===== src/rtl/drc_frm_sched.sv =====
// Frame scheduler ahead of the pixel resizer: aligns the DVP stream to frame starts,
// applies single/continuous/skip capture and pads or truncates frames to PXL_NUM beats.
module drc_frm_sched #(
    parameter int I_PXL_W     = 16,
    parameter int FRM_COL_NUM = 640,
    parameter int FRM_ROW_NUM = 480,
    parameter int SKIP_W      = 4,
    parameter int FRM_CNT_W   = 16
) (
    input  logic                 clk,
    input  logic                 rst,
    input  logic                 cfg_cont,
    input  logic [SKIP_W-1:0]    cfg_skip,
    input  logic                 cmd_start,
    input  logic                 cmd_stop,
    input  logic [I_PXL_W-1:0]   i_pxl_dat,
    input  logic                 i_pxl_sof,
    input  logic                 i_pxl_vld,
    output logic                 i_pxl_rdy,
    output logic [I_PXL_W-1:0]   o_pxl_dat,
    output logic                 o_pxl_last,
    output logic                 o_pxl_vld,
    input  logic                 o_pxl_rdy,
    output logic                 sts_busy,
    output logic [FRM_CNT_W-1:0] sts_frm_cnt,
    output logic                 sts_err_short,
    output logic                 sts_err_long,
    output logic                 irq_frm_done
);

    localparam int PXL_NUM = FRM_COL_NUM * FRM_ROW_NUM;
    localparam int CNT_W   = (PXL_NUM > 1) ? $clog2(PXL_NUM) : 1;
    localparam logic [CNT_W-1:0] LAST_IDX = CNT_W'(PXL_NUM - 1);

    localparam logic [2:0] S_IDLE = 3'd0;
    localparam logic [2:0] S_SYNC = 3'd1;
    localparam logic [2:0] S_FWD  = 3'd2;
    localparam logic [2:0] S_TAIL = 3'd3;
    localparam logic [2:0] S_PAD  = 3'd4;

    // Handshake: a beat transfers on a rising edge where vld and rdy are both high.
    // Forwarded beats pass through combinationally; dropped beats see rdy = 1.
    logic [2:0]        state;
    logic [CNT_W-1:0]  pix_cnt;
    logic [SKIP_W-1:0] skip_cnt;
    logic [SKIP_W-1:0] skip_q;
    logic              cont_q;
    logic              stop_req;

    logic at_last;
    logic sync_hit;
    logic tail_exit;
    logic fwd_sel;
    logic fwd_beat;
    logic pad_beat;
    logic frame_done;
    logic drop_sof;

    assign at_last   = (pix_cnt == LAST_IDX);
    assign sync_hit  = i_pxl_sof && (skip_cnt == '0);
    assign tail_exit = !cont_q || stop_req;

    always_comb begin
        o_pxl_dat  = i_pxl_dat;
        o_pxl_vld  = 1'b0;
        o_pxl_last = 1'b0;
        i_pxl_rdy  = 1'b1;
        fwd_sel    = 1'b0;
        case (state)
            S_SYNC: begin
                if (!stop_req && sync_hit) fwd_sel = 1'b1;
            end
            S_FWD: begin
                // an early sof is held back while the frame is padded out
                if (i_pxl_vld && i_pxl_sof) i_pxl_rdy = 1'b0;
                else                        fwd_sel   = 1'b1;
            end
            S_TAIL: begin
                if (tail_exit)     i_pxl_rdy = 1'b0;
                else if (sync_hit) fwd_sel   = 1'b1;
            end
            S_PAD: begin
                o_pxl_vld  = 1'b1;
                o_pxl_dat  = '0;
                o_pxl_last = at_last;
                i_pxl_rdy  = 1'b0;
            end
            default: ;
        endcase
        if (fwd_sel) begin
            o_pxl_vld  = i_pxl_vld;
            o_pxl_last = at_last;
            i_pxl_rdy  = o_pxl_rdy;
        end
    end

    assign fwd_beat   = fwd_sel && i_pxl_vld && o_pxl_rdy;
    assign pad_beat   = (state == S_PAD) && o_pxl_rdy;
    assign frame_done = (fwd_beat || pad_beat) && at_last;
    assign drop_sof   = i_pxl_vld && i_pxl_sof && (skip_cnt != '0);
    assign sts_busy   = (state != S_IDLE);

    always_ff @(posedge clk or posedge rst) begin
        if (rst) begin
            state         <= S_IDLE;
            pix_cnt       <= '0;
            skip_cnt      <= '0;
            skip_q        <= '0;
            cont_q        <= 1'b0;
            stop_req      <= 1'b0;
            sts_frm_cnt   <= '0;
            sts_err_short <= 1'b0;
            sts_err_long  <= 1'b0;
            irq_frm_done  <= 1'b0;
        end else begin
            irq_frm_done <= frame_done;
            if (frame_done) sts_frm_cnt <= sts_frm_cnt + 1'b1;
            if (cmd_stop && state != S_IDLE) stop_req <= 1'b1;

            if (fwd_beat) begin
                if (at_last) begin
                    pix_cnt <= '0;
                    state   <= S_TAIL;
                end else begin
                    pix_cnt <= pix_cnt + 1'b1;
                    state   <= S_FWD;
                end
            end

            case (state)
                S_IDLE: begin
                    if (cmd_start) begin
                        cont_q        <= cfg_cont;
                        skip_q        <= cfg_skip;
                        skip_cnt      <= '0;
                        sts_err_short <= 1'b0;
                        sts_err_long  <= 1'b0;
                        stop_req      <= cmd_stop;
                        pix_cnt       <= '0;
                        state         <= S_SYNC;
                    end
                end
                S_SYNC: begin
                    if (stop_req)      state    <= S_IDLE;
                    else if (drop_sof) skip_cnt <= skip_cnt - 1'b1;
                    else if (fwd_beat) skip_cnt <= skip_q;
                end
                S_FWD: begin
                    if (i_pxl_vld && i_pxl_sof) begin
                        sts_err_short <= 1'b1;
                        state         <= S_PAD;
                    end
                end
                S_TAIL: begin
                    if (tail_exit) begin
                        state <= S_IDLE;
                    end else if (i_pxl_vld && !i_pxl_sof) begin
                        sts_err_long <= 1'b1;
                    end else if (drop_sof) begin
                        skip_cnt <= skip_cnt - 1'b1;
                        state    <= S_SYNC;
                    end else if (fwd_beat) begin
                        skip_cnt <= skip_q;
                    end
                end
                S_PAD: begin
                    if (pad_beat) begin
                        if (at_last) begin
                            pix_cnt <= '0;
                            state   <= S_TAIL;
                        end else begin
                            pix_cnt <= pix_cnt + 1'b1;
                        end
                    end
                end
                default: state <= S_IDLE;
            endcase
        end
    end

endmodule


===== config.mk =====
export PLATFORM = sky130hd
export DESIGN_NAME = drc_frm_sched
export DESIGN_NICKNAME = d
export VERILOG_FILES = /design/src/rtl/drc_frm_sched.sv
export SDC_FILE = /design/constraint.sdc
export NUM_CORES = 1
export LEC_CHECK = 0
export CORE_ASPECT_RATIO = 0.6
export CORE_UTILIZATION = 53
export CTS_BUF_LIST = sky130_fd_sc_hd__clkbuf_4 sky130_fd_sc_hd__clkbuf_8
export DETAILED_ROUTE_END_ITERATION = 8
export HOLD_SLACK_MARGIN = 0.15
export PLACE_DENSITY = 0.84
export SLEW_MARGIN = 20
export SYNTH_ARGS = -nofsm -noshare
export SYNTH_HDL_FRONTEND = slang
export SYNTH_SLANG_ARGS = --single-unit

===== constraint.sdc =====
create_clock -name clk -period 2.7 [get_ports clk]
set_input_delay 0.405 -clock clk [delete_from_list [all_inputs] [get_ports clk]]
set_output_delay 0.405 -clock clk [all_outputs]
set_load 0.05 [all_outputs]

# Yosys cells after proc, flatten, opt, wreduce, memory -nomap -nowiden
# Cells that the tools add are included.
# Widths: inputs -> output; s select.
[classes] mux=45 n_reduce_logical=26 eq_ne=11 addsub=3
[ops] op="$mux 19" n=4
[ops] op="$pmux 19 s2" n=1
[ops] op="$mux 3" n=9
[ops] op="$mux 4" n=6
[ops] op="$add 19x1->19 const B" n=1
[ops] op="$eq 19x19->1 const B" n=1
[ops] op="$mux 1" n=18
[ops] op="$add 16x1->16 const B" n=1
[ops] op="$mux 16" n=1
[ops] op="$pmux 3 s5" n=1
[ops] op="$ne 2x2->1 const B" n=6
[ops] op="$pmux 4 s3" n=1
[ops] op="$logic_and 1x1->1" n=10
[ops] op="$eq 3x2->1 const B" n=2
[ops] op="$pmux 1 s3" n=2
[ops] op="$reduce_bool 3->1" n=2
[ops] op="$reduce_and 5->1" n=1
[ops] op="$logic_not 4->1" n=1
[ops] op="$pmux 1 s2" n=2
[ops] op="$reduce_and 4->1" n=1
[ops] op="$reduce_bool 2->1" n=2
[ops] op="$reduce_bool 4->1" n=1
[ops] op="$sub 4x1->4 const B" n=1
[ops] op="$eq 3x1->1 const B" n=1
[ops] op="other kinds (6)" n=9
[word_totals] out_inout_bits=39 ff_bits=51 in_bits=28 elab_cells=95

# Longest topological paths before layout
[logic_depth] ltp_word=12 mapped_depth=8 ltp_nobuf=8

# Least setup slack after synthesis
# Ideal clock, no wire load.
[synth_path] path_type="register to output" startpoint="reg pix_cnt[12]" endpoint="out o_pxl_last" setup_slack_ns=-0.157 n_path_buf=0 arrival_ns=2.452 path_stages_with_launch=5 t_required_ns=2.295 path_cell_list="dfrtp_1 or3b_1 nor4_4 and4_1 a21boi_0"
[synth_via] elab_chain_cells=3
[synth_lines] item="from (decl)" line_no="44" rtl="logic [CNT_W-1:0] pix_cnt;"
[synth_lines] item="from (signal assigned)" line_no="125" rtl="pix_cnt <= pix_cnt + 1'b1;"
[synth_lines] item="from (signal assigned)" line_no="172" rtl="pix_cnt <= pix_cnt + 1'b1;"
[synth_lines] item="$eq 19x19->1 *" line_no="59" rtl="assign at_last = (pix_cnt == LAST_IDX);"
[synth_lines] item="$mux 1" line_no="69" rtl="case (state)"
[synth_lines] item="$mux 1 *" line_no="90" rtl="if (fwd_sel) begin"
[synth_lines] item="to (decl)" line_no="21" rtl="output logic o_pxl_last,"
# Mark *: on every way between the ends. The rest lies on a longest branch, timed or not.

# Worst setup path in the final report
[layout_path] startpoint="reg pix_cnt[13]" endpoint="out o_pxl_last"
# The elaborated chain is that of the path after synthesis.

==> run summary <==
placer congestion estimate: 0.8870
Cell Pwr Density: 521.7 mW/mm2
Final Core Density: 73.02%
Mapped Nets: 386
setup TNS: 0 ps
met3 WL post-DR: 976 um
count leader, synth: dfrtp_1
skew final: 11.69 ps
DP Area: 0.004005 mm2
Mapped Area: 0.003177 mm2
area grow syn2layout: 30.44%
Setup crit end kind: output port
Async S/R FF share, synth: 100.0%
final global-route overflow total: 0
met2 WL: 3914 um
CTS sink cnt: 51
Total GRT Usage: 29.29%
Slew headroom: 56.54%
total vias in the final route: 3,181
Power Total: 2.162 mW
Fill cells: 445
fmax: 378.9 MHz
DR WL/cell: 17.79 um
Period Utilization, post-route: 97.75%
CP startpoint kind: register
fin crit period: 2639 ps
Finished Layout Cells: 513
die area: 0.006318 mm2
top post-synthesis cells by area: dfrtp_1, nand2_1, nor2b_1
data required time of the worst path: 2300 ps
EDFF count, synth: 0
post-synth cell types: 64
Worst IR Drop VDD: 0.4561 mV
post-synthesis cell count: 354
nets@finish: 464
Worst-path clk slew: 100 ps
Tightest Hold Check Type: register to register
DRT antenna net count: 0
most common flop cell mapped by yosys: dfrtp_1
1st-pass router iterations: 5
DR vias/cell: 6.201
PortBufs: 66
worst-path maximum fanout: 5
Seq cells post-synth: 51
max-slew violations: 0
RSZ-0062 raised after global routing: yes
MaxCap Viol Count: 0
post-DP HPWL: 6657 um
Leak: 1.755 nW
CTS Hold Bufs: 0
crit path max-delay cell type: dfrtp_1
clock root cell: clkbuf_8
IO Pins: 67
Mapped Avg Cell Area: 8.974 um2
CTS H-Tree Depth: 2
Yosys top cell area share: 40.17%
list of most frequent post-synthesis cells: dfrtp_1, nand2_1, a21oi_1
Die H: 61.97 um
cell accounting for the most synthesized area: dfrtp_1
antenna cells: 0
placeable core region: 0.005675 mm2
register area: 0.001276 mm2
Iter 0 DRT Violations: 327
final non-filler cell area: 0.004144 mm2
Crit Path Class: register to output port
initial antenna violation count: 0
crit path cell chain: or3b_4 > nor4_4 > and4_4 > a21boi_2 > buf_12
Skew-Pair Late Insertion Delay: 320 ps
crit path buf inv count: 1
DRC: 0
Initial Util: 55.97%
Met1 Routed Length: 4126 um
Final setup viols: 0
outcome: finished clean
CTS tree: done
Final Hold Fails: 0
dpl cells: 503
Worst-Margin Slew: 651.9 ps
first-pass GRT wire length: 13,880 um
number of global-route vias before repair: 2,834
Ys Warns: 0
largest net degree at the start of global routing: 52
top sig layer: met4
layout cells sized above 1: 17.09%
Detailed Route WL: 9124 um
maximum clock path buffer count: 2
CP max stage delay: 460 ps
sequential share of the synthesized area: 40.17%
CP arrival: 2230 ps
area occupied by multi-input gates: 0.001788 mm2
cts bufs inserted: 5
Die Span X: 102.0 um
row count: 21
Crit path max-delay family: simple AND/OR/NAND/NOR gates
repair_timing:
item,4_1_cts,5_1_grt
cloned,0,0
gates resized for setup,1,4
setup endpoints to repair,1,4
pin swaps,0,1
setup buffers,0,2
placed cells by master (no fill, tap or decap), drive strengths merged, types with 4 or more instances in the layout:
| master | synthesis | final |
|---|---|---|
| a21oi | 21 | 21 |
| a211oi | 6 | 6 |
| nand3 | 17 | 17 |
| ha | 4 | 4 |
| o21ai | 11 | 11 |
| clkdlybuf4s50 | 0 | 47 |
| and3 | 9 | 9 |
| buf | 8 | 42 |
| dfrtp | 51 | 51 |
| nand2 | 46 | 46 |
| nand2b | 5 | 5 |
| a31oi | 7 | 7 |
| nand4 | 12 | 12 |
| and2 | 5 | 5 |
| nor2b | 18 | 18 |
| nor3 | 18 | 18 |
| xor2 | 10 | 10 |
| nor2 | 13 | 13 |
| o211ai | 4 | 4 |
| xnor2 | 5 | 5 |
| a22oi | 4 | 4 |
| clkbuf | 10 | 7 |
| inv | 14 | 14 |
| a21boi | 4 | 4 |
| nor4 | 9 | 9 |
layer usage:
| layer | up-vias | GRT usage, % |
|---|---|---|
| met4 | 0 | 9.388 |
| li1 | 1457 | - |
| met3 | 16 | 7.047 |
| met1 | 1505 | 43.23 |
| met2 | 203 | 42.57 |
| met5 | - | 0 |
state kept, by name (all words and copies together) (netlist names):
| register | count |
|---|---|
| state | 3 |
| skip_cnt | 4 |
| sts_err_short | 1 |
| irq_frm_done | 1 |
| skip_q | 4 |
| sts_err_long | 1 |
| stop_req | 1 |
| sts_frm_cnt | 16 |
| pix_cnt | 19 |
| cont_q | 1 |
cell type report:
cell class / instances / share of cell area, %
well taps: 80 / 2.415
clock buffers: 7 / 2.325
flip-flops and latches: 51 / 30.80
multi-input cells: 271 / 43.15
repair buffers: 89 / 19.87
clock inverters: 1 / 0.1812
inverters: 14 / 1.268
metrics by stage:
stage / hold WS [ps] / worst slack (ps)
after floorplan: 446.0 / 179.1
after global placement: 460.4 / 225.6
after detailed placement: 458.8 / 129.9
after CTS: 472.4 / 10.18
after global routing: 494.9 / -28.79
final: 469.6 / 60.69
path summary, 6_finish.rpt:
path	depth (start not counted)	startpoint	slack, ps	endpoint
min in group asynchronous	3	rst	570	sts_err_short
min reg2reg	1	sts_frm_cnt[15]	470	sts_frm_cnt[15]
min	1	sts_frm_cnt[15]	470	sts_frm_cnt[15]
max in group asynchronous	3	rst	1680	sts_frm_cnt[10]
max reg2reg	7	skip_cnt[0]	80	skip_cnt[1]
max	5	pix_cnt[13]	60	o_pxl_last
cell families after synthesis:
logic type      synth area share, %
xor+xnor                      4.135
fa+ha+maj                     1.575
flops                         40.17
buf+inv                       4.175
compound gates                17.53
simple gates                  31.71
mux                          0.7089
report_power, final:
group	leakage [nW]	internal [mW]	switching, mW
clock network	0.0505	0.234	0.267
registers	0.689	0.833	0.0943
logic	1.02	0.293	0.442
Note: power is estimated with default switching activity, not from simulation.
